<file path="config.mk">
export PLATFORM = sky130hd
export DESIGN_NAME = seg_scan_ctrl_flat
export DESIGN_NICKNAME = d
export VERILOG_FILES = /design/src/rtl/seg_scan_ctrl_pkg.sv /design/src/rtl/seg_scan_ctrl_if.sv /design/src/rtl/seg_hex_lut.sv /design/src/rtl/seg_scan_ctrl.sv /design/src/flat_wrapper.sv
export SDC_FILE = /design/constraint.sdc
export NUM_CORES = 1
export LEC_CHECK = 0
export CAP_MARGIN = 30
export CORE_MARGIN = 10
export CORE_UTILIZATION = 40
export CTS_CLUSTER_DIAMETER = 80
export DETAILED_ROUTE_END_ITERATION = 10
export PLACE_DENSITY_LB_ADDON = 0.12
export SLEW_MARGIN = 20
export SYNTH_ARGS = -nofsm -noshare
export SYNTH_HDL_FRONTEND = slang
export SYNTH_SLANG_ARGS = --single-unit
export TNS_END_PERCENT = 50
</file>
<file path="constraint.sdc">
create_clock -name clk_i -period 2.3 [get_ports clk_i]
set_input_delay 0.46 -clock clk_i [delete_from_list [all_inputs] [get_ports clk_i]]
set_output_delay 0.46 -clock clk_i [all_outputs]
set_load 0.01 [all_outputs]
</file>
<file path="src/rtl/seg_scan_ctrl_pkg.sv">
// Shared definitions for the four-digit multiplexed seven-segment scanner.
// Holds the hex-to-segment table, SEG bit positions, the active-low "all off"
// constants, the per-slot phase type and the display record layout.
package seg_scan_ctrl_pkg;

  // SEG bus bit positions: {dp,g,f,e,d,c,b,a}
  localparam int unsigned SEG_A  = 0;
  localparam int unsigned SEG_G  = 6;
  localparam int unsigned SEG_DP = 7;

  // Both buses are active-low, so all-ones turns everything off.
  localparam logic [7:0] SEG_OFF   = 8'hFF;
  localparam logic [3:0] DIGIT_OFF = 4'hF;

  // Active-low gfedcba pattern per hex value; element 15 comes first.
  localparam logic [15:0][6:0] HEX_SEG_TABLE = {
    7'b0001110,  // F
    7'b0000110,  // E
    7'b0100001,  // d
    7'b1000110,  // C
    7'b0000011,  // b
    7'b0001000,  // A
    7'b0010000,  // 9
    7'b0000000,  // 8
    7'b1111000,  // 7
    7'b0000010,  // 6
    7'b0010010,  // 5
    7'b0011001,  // 4
    7'b0110000,  // 3
    7'b0100100,  // 2
    7'b1111001,  // 1
    7'b1000000   // 0
  };

  typedef enum logic {
    PhBlank,
    PhDrive
  } phase_e;

  // One complete display value: four nibbles plus per-digit dp and blank.
  typedef struct packed {
    logic [15:0] data;
    logic [3:0]  dp;
    logic [3:0]  blank;
  } disp_t;

endpackage

</file>
<file path="src/rtl/seg_scan_ctrl_if.sv">
// Load-side bus between a value producer and seg_scan_ctrl.
//   data/dp/blank : value to display (data[3:0] is digit 0)
//   load          : one-cycle strobe capturing data/dp/blank into the shadow
//   pending       : shadow holds a value not yet shown
//   load_ack      : one-cycle pulse when the shadow value is committed
// master = producer, slave = scan controller.
interface seg_scan_ctrl_if;

  logic [15:0] data;
  logic [3:0]  dp;
  logic [3:0]  blank;
  logic        load;
  logic        pending;
  logic        load_ack;

  modport master (
    output data, dp, blank, load,
    input  pending, load_ack
  );

  modport slave (
    input  data, dp, blank, load,
    output pending, load_ack
  );

endinterface

</file>
<file path="src/rtl/seg_hex_lut.sv">
// Combinational hex nibble to active-low seven-segment (gfedcba) decode.
//   nib_i : hex value 0..F
//   seg_o : segment pattern, 0 = lit
module seg_hex_lut
  import seg_scan_ctrl_pkg::*;
(
  input  logic [3:0] nib_i,
  output logic [6:0] seg_o
);

  always_comb begin
    seg_o = HEX_SEG_TABLE[nib_i];
  end

endmodule

</file>
<file path="src/rtl/seg_scan_ctrl.sv">
// Four-digit time-multiplexed seven-segment scan controller.
// Each digit gets a slot of SCAN_DIV cycles; the first BLANK_CYC cycles of a
// slot are dark to suppress ghosting. New values are captured into a shadow
// register and only committed to the display register at frame start.
//   clk_i     : clock, rising edge
//   rst_ni    : synchronous active-low reset
//   enable_i  : 1 = scan, 0 = dark and held at frame start
//   load_io   : load bus (data/dp/blank/load in, pending/load_ack out)
//   frame_o   : one-cycle pulse at the start of each frame
//   seg_o     : {dp,g,f,e,d,c,b,a}, active-low
//   digit_o   : digit enables, active-low, at most one low
module seg_scan_ctrl
  import seg_scan_ctrl_pkg::*;
#(
  parameter int unsigned SCAN_DIV  = 12500,
  parameter int unsigned BLANK_CYC = 250
) (
  input  logic                  clk_i,
  input  logic                  rst_ni,
  input  logic                  enable_i,
  seg_scan_ctrl_if.slave        load_io,
  output logic                  frame_o,
  output logic [7:0]            seg_o,
  output logic [3:0]            digit_o
);

  localparam int unsigned    CntW    = $clog2(SCAN_DIV);
  localparam logic [CntW-1:0] CntLast = CntW'(SCAN_DIV - 1);

  logic [CntW-1:0] cnt_q, cnt_d;
  logic [1:0]      idx_q, idx_d;
  disp_t           shadow_q, shadow_d;
  disp_t           disp_q, disp_d;
  logic            pending_q, pending_d;
  logic            ack_q, ack_d;
  logic            frame_q, frame_d;
  logic [7:0]      seg_q, seg_d;
  logic [3:0]      digit_q, digit_d;

  phase_e          phase;
  logic [3:0]      nib;
  logic [6:0]      nib_seg;

  // With no blanking interval the compare would be against zero, so skip it.
  if (BLANK_CYC == 0) begin : g_no_blank
    assign phase = PhDrive;
  end else begin : g_blank
    assign phase = (cnt_q < CntW'(BLANK_CYC)) ? PhBlank : PhDrive;
  end

  assign nib = disp_q.data[{idx_q, 2'b00} +: 4];

  seg_hex_lut u_hex_lut (
    .nib_i (nib),
    .seg_o (nib_seg)
  );

  always_comb begin
    cnt_d     = cnt_q;
    idx_d     = idx_q;
    shadow_d  = shadow_q;
    disp_d    = disp_q;
    pending_d = pending_q;
    ack_d     = 1'b0;
    frame_d   = 1'b0;
    seg_d     = SEG_OFF;
    digit_d   = DIGIT_OFF;

    if (enable_i) begin
      if (cnt_q == CntLast) begin
        cnt_d = '0;
        idx_d = idx_q + 2'd1;
      end else begin
        cnt_d = cnt_q + 1'b1;
      end

      // Outputs use the display value as it stood before any commit this cycle.
      if (phase == PhDrive && !disp_q.blank[idx_q]) begin
        digit_d[idx_q]      = 1'b0;
        seg_d[SEG_DP]       = ~disp_q.dp[idx_q];
        seg_d[SEG_G:SEG_A]  = nib_seg;
      end

      if (cnt_q == '0 && idx_q == 2'd0) begin
        frame_d = 1'b1;
        if (pending_q) begin
          disp_d    = shadow_q;
          pending_d = 1'b0;
          ack_d     = 1'b1;
        end
      end
    end else begin
      cnt_d = '0;
      idx_d = 2'd0;
    end

    // A load on the commit cycle lands in the shadow after the old value was
    // taken, so it stays pending for the next frame.
    if (load_io.load) begin
      shadow_d  = '{data: load_io.data, dp: load_io.dp, blank: load_io.blank};
      pending_d = 1'b1;
    end
  end

  always_ff @(posedge clk_i) begin
    if (!rst_ni) begin
      cnt_q     <= '0;
      idx_q     <= 2'd0;
      shadow_q  <= '0;
      disp_q    <= '0;
      pending_q <= 1'b0;
      ack_q     <= 1'b0;
      frame_q   <= 1'b0;
      seg_q     <= SEG_OFF;
      digit_q   <= DIGIT_OFF;
    end else begin
      cnt_q     <= cnt_d;
      idx_q     <= idx_d;
      shadow_q  <= shadow_d;
      disp_q    <= disp_d;
      pending_q <= pending_d;
      ack_q     <= ack_d;
      frame_q   <= frame_d;
      seg_q     <= seg_d;
      digit_q   <= digit_d;
    end
  end

  assign load_io.pending  = pending_q;
  assign load_io.load_ack = ack_q;
  assign frame_o          = frame_q;
  assign seg_o            = seg_q;
  assign digit_o          = digit_q;

endmodule

</file>
<file path="src/flat_wrapper.sv">
// flat-port wrapper written by rule: the top's interface ports become plain ports
module seg_scan_ctrl_flat import seg_scan_ctrl_pkg::*;
#(
  parameter int unsigned SCAN_DIV  = 12500,
  parameter int unsigned BLANK_CYC = 250
)
  (clk_i, rst_ni, enable_i, frame_o, seg_o, digit_o, load_io_data, load_io_dp, load_io_blank, load_io_load, load_io_pending, load_io_load_ack);
  seg_scan_ctrl_if load_io_i ();
  input  logic clk_i;
  input  logic rst_ni;
  input  logic enable_i;
  output logic frame_o;
  output logic [7:0] seg_o;
  output logic [3:0] digit_o;
  input wire logic [$bits(load_io_i.data)-1:0] load_io_data;
  input wire logic [$bits(load_io_i.dp)-1:0] load_io_dp;
  input wire logic [$bits(load_io_i.blank)-1:0] load_io_blank;
  input wire logic [$bits(load_io_i.load)-1:0] load_io_load;
  output wire logic [$bits(load_io_i.pending)-1:0] load_io_pending;
  output wire logic [$bits(load_io_i.load_ack)-1:0] load_io_load_ack;
  assign load_io_i.data = load_io_data;
  assign load_io_i.dp = load_io_dp;
  assign load_io_i.blank = load_io_blank;
  assign load_io_i.load = load_io_load;
  assign load_io_pending = load_io_i.pending;
  assign load_io_load_ack = load_io_i.load_ack;
  seg_scan_ctrl #(.SCAN_DIV(SCAN_DIV), .BLANK_CYC(BLANK_CYC)) u_core (.clk_i(clk_i), .rst_ni(rst_ni), .enable_i(enable_i), .load_io(load_io_i), .frame_o(frame_o), .seg_o(seg_o), .digit_o(digit_o));
endmodule
</file>
**Word-level counts from Yosys, hierarchy flattened**

Memory sizes are Yosys's and may differ from the RTL's. A register that Yosys moved wholly into a read port is not among the register bits.
Cells that the tools add are included.

- Bits in registers: 79
- ROM bits: 112
- Input port bits: 28
- Output and inout port bits: 15
- Memories: 1

- $add $sub $neg: 2
- $lt $le $gt $ge: 4
- Equal/unequal tests: 1
- Shifts and indexed selects: 1
- Multiplexer cells: 13
- Bitwise gates (word level): 4
- Reductions and logical operators: 15

Memories:

| memory | depth | width | read ports | clocked after memory_dff | write ports | RTL line | RTL |
|---|---|---|---|---|---|---|---|
| (name not given) | 16 | 7 | 1 | 1 | 0 | seg_hex_lut.sv:12 | `seg_o = HEX_SEG_TABLE[nib_i];` |

Operators by type and width:

| operator | number |
|---|---|
| 16-bit by 5-bit indexed part select with 4-bit output | 1 |
| 14-bit by 1-bit adder with 14-bit output, second input constant | 1 |
| 14-bit == test, second input constant | 1 |
| 14-bit logical NOT | 1 |
| 14-bit by 8-bit < comparator with 1-bit output, second input constant | 1 |
| 1-bit 2-to-1 mux | 9 |
| 3-bit AND reduction | 3 |
| 7-bit 2-to-1 mux | 1 |
| 4-bit by 5-bit < comparator with 1-bit output, second input constant | 1 |
| 1-bit binary-select mux with 2-bit select | 2 |
| 4-bit NOT | 1 |
| 2-bit AND reduction | 2 |
| 2-bit nonzero test | 2 |
| 1-bit logical AND | 3 |
| 2-bit by 3-bit < comparator with 1-bit output, second input constant | 1 |
| 1-bit NOT | 3 |
| 3-bit OR reduction | 1 |
| 2-bit by 1-bit adder with 2-bit output, second input constant | 1 |
| 1-bit demux with 2-bit select | 1 |
| 2-bit by 1-bit greater-or-equal comparator with 1-bit output, second input constant | 1 |
| 1-bit logical NOT | 2 |
| 2-bit logical NOT | 1 |

**Longest topological paths before layout**

- Word-level depth: 6
- Gate-level depth with buffers: 9

**By module**

A second synthesis with hierarchy kept.

- Cells, all modules: 329
- Area, all modules: 3515.9 µm²

By module, submodules not included:

| module | instances | cells an instance | area an instance (µm²) | seq. area each (µm²) |
|---|---|---|---|---|
| seg_scan_ctrl | 1 | 297 | 3240.6 | 1581.5 |
| seg_hex_lut | 1 | 32 | 275.3 | 0.0 |

**Worst setup path after synthesis**

OpenSTA, ideal clock, no wires.

- Kind: register to register
- Start: register u_core.idx_q[0]
- End: register u_core.seg_q[0], in the netlist u_core.seg_o[0]
- Library setup time: 124 ps
- Data arrival time: 2032 ps
- Data required time: 2176 ps
- Path slack: 144 ps
- Stages on the path, launching flop included: 7
- Buffers on the path: 1
- Cell sequence: dfxtp_1 > buf_2 > mux4_2 > ha_1 > or3_1 > a21oi_1 > o31ai_1

- Cells in the longest elaborated chain, start to end: 6
- Elaborated cells on any way between the ends: 7

RTL lines:

| what | RTL line | RTL |
|---|---|---|
| start: declaration | seg_scan_ctrl.sv:31 | `logic [1:0] idx_q, idx_d;` |
| start signal: assignment | seg_scan_ctrl.sv:118 | `idx_q <= idx_d;` |
| 1-bit binary-select mux with 2-bit select | seg_scan_ctrl.sv:78 | `if (phase == PhDrive && !disp_q.blank[idx_q]) begin` |
| 1-bit 2-to-1 mux (implied by the code) | seg_scan_ctrl.sv:78 |  |
| 1-bit logical NOT | seg_scan_ctrl.sv:78 |  |
| 1-bit logical AND | seg_scan_ctrl.sv:78 |  |
| 3-bit AND reduction (no line) | n/a |  |
| 1-bit logical NOT (no line) | n/a |  |
| end: declaration | seg_scan_ctrl.sv:37 | `logic [7:0] seg_q, seg_d;` |

Several ways; a longest one is shown, not always the timed one. The select of a mux whose other input is x is not followed.
A chain may end at the register's enable or synchronous reset.

**Worst setup path in the final report**

Same ends and word-level chain as after synthesis.

==> metrics.txt <==
# TYPE chip_impl_metric gauge
chip_impl_metric{name="detailed_place.area",unit="um^2"} 4125
chip_impl_metric{name="synth_cell_type_count",unit=""} 44
chip_impl_metric{name="htree_num_levels",unit=""} 3
chip_impl_metric{name="design_power_total",unit="mW"} 2.585
chip_impl_metric{name="multiInputGateArea",unit="um^2"} 1839
chip_impl_metric{name="synth_enable_flop_cells",unit=""} 0
chip_impl_metric{name="pd_cells",unit="nW/um^2"} 600.7
chip_impl_metric{name="worst_slew_pin_slew",unit="ns"} 0.5420
chip_impl_metric{name="drive_above_1_share",unit="%"} 13.09
chip_impl_metric{name="maxSlewHeadroom",unit="%"} 63.81
chip_impl_info{name="list_of_cells_traversed_by_the_critical_path",value="mux4_2 -> ha_1 -> or3_1 -> a21oi_1 -> o31ai_1"} 1
chip_impl_metric{name="cts.hold.buffers_added",unit=""} 0
chip_impl_metric{name="ios",unit=""} 43
chip_impl_metric{name="total_iterations_of_the_first_detailed_routing_run",unit=""} 4
chip_impl_metric{name="grt_pass1_wl",unit="um"} 13220
chip_impl_info{name="global_route.peak_usage_layer",value="met1"} 1
chip_impl_metric{name="timing.max_cap.violations",unit=""} 0
chip_impl_metric{name="fill_cells",unit=""} 836
chip_impl_metric{name="clk_latency",unit="ns"} 0.35
chip_impl_metric{name="layout-area-overhead-vs-synth",unit="%"} 18.79
chip_impl_metric{name="syn-instance-count",unit=""} 366
chip_impl_metric{name="peakVddDrop",unit="V"} 0.0003568
chip_impl_metric{name="port-buffer-count",unit=""} 42
chip_impl_metric{name="p_leak",unit="nW"} 1.526
chip_impl_metric{name="grt_pass1_vias",unit=""} 2660
chip_impl_metric{name="final_design_area_no_fill",unit="um^2"} 4303
chip_impl_metric{name="synth-seq-cells",unit=""} 79
chip_impl_metric{name="fmax",unit="GHz"} 0.4943
chip_impl_info{name="status",value="complete, no violations"} 1
chip_impl_metric{name="cts_resized",unit=""} 0
chip_impl_metric{name="ant_nets",unit=""} 0
chip_impl_metric{name="yosys_warnings",unit=""} 0
chip_impl_metric{name="cts.clk_slew.worst_paths",unit="ns"} 0.07
chip_impl_info{name="yosys.area.top_type",value="sky130_fd_sc_hd__dfxtp_1"} 1
chip_impl_metric{name="global_route.usage.met3",unit="%"} 5.052
chip_impl_metric{name="setup_violations",unit=""} 0
chip_impl_metric{name="globalRouteMet1Util",unit="%"} 16.88
chip_impl_metric{name="vias_per_cell",unit=""} 5.296
chip_impl_metric{name="wirelength",unit="um"} 7848
chip_impl_metric{name="grt_start_max_net_pins",unit=""} 30
chip_impl_metric{name="finalSetupTns",unit="ns"} 0
chip_impl_info{name="critical-path-top-delay-family",value="multiplexers"} 1
chip_impl_metric{name="antenna_found_initial",unit=""} 0
chip_impl_metric{name="slew_violations",unit=""} 0
chip_impl_metric{name="final_nets",unit=""} 440
chip_impl_info{name="path_class",value="reg -> reg"} 1
chip_impl_metric{name="nets_in_the_synthesized_netlist",unit=""} 406
chip_impl_metric{name="syn_area_per_cell",unit="um^2"} 9.897
chip_impl_metric{name="fraction_of_registers_with_async_set_reset",unit="%"} 0
chip_impl_metric{name="initial_core_util",unit="%"} 41.33
chip_impl_metric{name="min_period_over_period",unit="%"} 87.96
chip_impl_metric{name="rows",unit=""} 34
chip_impl_metric{name="design.core.area",unit="um^2"} 8763
chip_impl_info{name="grt_setup_unrepaired",value="no"} 1
chip_impl_metric{name="timing.critical_path.arrival",unit="ns"} 2.26
chip_impl_info{name="cts-root-buf",value="sky130_fd_sc_hd__clkbuf_8"} 1
chip_impl_metric{name="fin_worst_skew",unit="ns"} 0.006729
chip_impl_info{name="cts_tree",value="yes"} 1
chip_impl_metric{name="timing.final.hold_violations",unit=""} 0
chip_impl_metric{name="dr_total_vias",unit=""} 2717
chip_impl_metric{name="floorplan.die_area",unit="um^2"} 13260
chip_impl_metric{name="count_of_buffers_added_by_post_cts_timing_repair_for_setup",unit=""} 0
chip_impl_metric{name="post-dp-hpwl",unit="um"} 5394
chip_impl_metric{name="track_usage",unit="%"} 12.12
chip_impl_info{name="synth.top_cells.by_area",value="sky130_fd_sc_hd__dfxtp_1 (44%), sky130_fd_sc_hd__mux2i_1 (8.8%), sky130_fd_sc_hd__o31ai_1 (5.2%)"} 1
chip_impl_metric{name="floorplan.die.height",unit="um"} 115.2
chip_impl_metric{name="maximum_number_of_buffers_from_clock_root_to_sink",unit=""} 2
chip_impl_metric{name="routabilityCongestion",unit=""} 0.7909
chip_impl_metric{name="critical-path-max-stage-delay",unit="ns"} 0.61
chip_impl_info{name="worst_hold_path_type",value="reg -> reg"} 1
chip_impl_metric{name="first_iter_violations",unit=""} 188
chip_impl_metric{name="area.sequential",unit="um^2"} 1582
chip_impl_metric{name="min_period",unit="ns"} 2.023
chip_impl_metric{name="critPathBufInv",unit=""} 0
chip_impl_metric{name="yosysTopAreaCellShare",unit="%"} 43.66
chip_impl_info{name="ys_dominant_reg_cell",value="sky130_fd_sc_hd__dfxtp_1"} 1
chip_impl_metric{name="synth_area",unit="um^2"} 3622
chip_impl_metric{name="cts_made_buffers",unit=""} 9
chip_impl_metric{name="die_width",unit="um"} 115.2
chip_impl_metric{name="timing.critical_path.required",unit="ns"} 2.53
chip_impl_metric{name="globalRouteMet2Util",unit="%"} 16.59
chip_impl_metric{name="dr_wl_cell",unit="um"} 15.30
chip_impl_info{name="type_of_origin_of_the_critical_path",value="flop"} 1
chip_impl_info{name="slowest_stage",value="sky130_fd_sc_hd__mux4_2"} 1
chip_impl_metric{name="crit_fanout",unit=""} 5
chip_impl_metric{name="drc_errors",unit=""} 0
chip_impl_metric{name="grt-ovfl-total",unit=""} 0
chip_impl_metric{name="clock_sinks",unit=""} 79
chip_impl_info{name="endpoint_kind",value="flop"} 1
chip_impl_metric{name="ys_seq_area_share",unit="%"} 43.66
chip_impl_metric{name="antenna-diode-count",unit=""} 0
-- final timing paths --
kind / startpoint / end / slack [ns] / depth (start not counted)
max reg2reg: u_core.idx_q[0] / u_core.seg_o[0] / 0.28 / 5
min reg2reg: u_core.disp_q[7] / u_core.disp_q[7] / 0.47 / 2
max: u_core.idx_q[0] / u_core.seg_o[0] / 0.28 / 5
min: u_core.disp_q[7] / u_core.disp_q[7] / 0.47 / 2
-- power by group --
part	internal [mW]	leakage (nW)	switching [mW]
clock	0.453	0.0829	0.484
sequential	1.40	0.643	0.0231
combinational	0.107	0.800	0.114
total	1.96	1.53	0.621
-- cells in the mapped netlist, types with 7 or more instances --
cell type                   n
sky130_fd_sc_hd__o31ai_1   25
sky130_fd_sc_hd__ha_1      12
sky130_fd_sc_hd__nand4_1   28
sky130_fd_sc_hd__nor2_1    34
sky130_fd_sc_hd__dfxtp_1   79
sky130_fd_sc_hd__clkbuf_1  13
sky130_fd_sc_hd__a21oi_1   27
sky130_fd_sc_hd__nand2_1   14
sky130_fd_sc_hd__xnor2_1    7
sky130_fd_sc_hd__nor2_2    10
sky130_fd_sc_hd__inv_1      9
sky130_fd_sc_hd__buf_2     11
sky130_fd_sc_hd__mux2i_1   32
sky130_fd_sc_hd__xor2_1     8
-- kinds of logic after synthesis --
| logic type | after synthesis | share of synthesized area [%] |
|---|---|---|
| muxes | 42 | 13.82 |
| xor gates and xnor gates | 15 | 3.627 |
| and+or+nand+nor | 115 | 17.93 |
| DFF | 79 | 43.66 |
| adders and majority gates | 12 | 4.145 |
| buffers and inverters | 41 | 5.699 |
| AOI/OAI and AO/OA | 62 | 11.12 |
-- tightest hold or removal path, cell delays in order (launching register included) --
cell and delay [ns]:
sky130_fd_sc_hd__dfxtp_1 0.31, sky130_fd_sc_hd__o31ai_1 0.06, sky130_fd_sc_hd__a21oi_1 0.05
-- area by class of cell --
| type | count | share of cell area [%] |
|---|---|---|
| Clock buffer | 14 | 3.780 |
| Clock inverter | 2 | 0.3489 |
| Inverter | 11 | 0.9596 |
| Multi-Input combinational cell | 246 | 42.74 |
| Sequential cell | 79 | 36.75 |
| Tap cell | 108 | 3.140 |
| Timing Repair Buffer | 53 | 12.27 |
-- state kept, by name (all words and copies together) (netlist names) --
name,flops
u_core.digit_o,4
u_core.cnt_q,14
u_core.frame_o,1
u_core.idx_q,2
u_core.shadow_q,24
u_core.disp_q,24
u_core.seg_o,8
u_core.load_io.pending,1
u_core.load_io.load_ack,1
-- stage by stage --
step / utilization [%] / instances / setup WS (ns) / hold slack, ns
after floorplan: - / 366 / 0.1443 / 0.4408
after global placement: 47.07 / 497 / 0.2181 / 0.4476
after detailed placement: 47.07 / 497 / 0.2190 / 0.4572
after CTS: 49.10 / 513 / 0.2613 / 0.4680
after global routing: 49.10 / 513 / 0.07539 / 0.4980
final: 49.10 / 513 / 0.2770 / 0.4670
-- routing by layer --
layer,routed length [um],vias to the layer above
li1,-,1396
met1,3923,1251
met2,3389,62
met3,439,8
met4,95,0
met5,0,-
-- layout by cell type, fill, tap and decap left out, types with 4 or more instances in the layout --
cell type	count
sky130_fd_sc_hd__a21oi_1	27
sky130_fd_sc_hd__nand4_1	28
sky130_fd_sc_hd__xnor2_1	7
sky130_fd_sc_hd__clkbuf_8	11
sky130_fd_sc_hd__nor2_2	10
sky130_fd_sc_hd__nand3_1	6
sky130_fd_sc_hd__o211ai_1	4
sky130_fd_sc_hd__mux2_2	4
sky130_fd_sc_hd__mux4_2	6
sky130_fd_sc_hd__clkdlybuf4s50_1	42
sky130_fd_sc_hd__buf_4	9
sky130_fd_sc_hd__dfxtp_1	79
sky130_fd_sc_hd__xor2_1	8
sky130_fd_sc_hd__mux2i_1	32
sky130_fd_sc_hd__nand2_1	14
sky130_fd_sc_hd__ha_1	12
sky130_fd_sc_hd__nor2_1	34
sky130_fd_sc_hd__inv_1	9
sky130_fd_sc_hd__o31ai_1	25
Note: power is estimated with default switching activity, not from simulation.
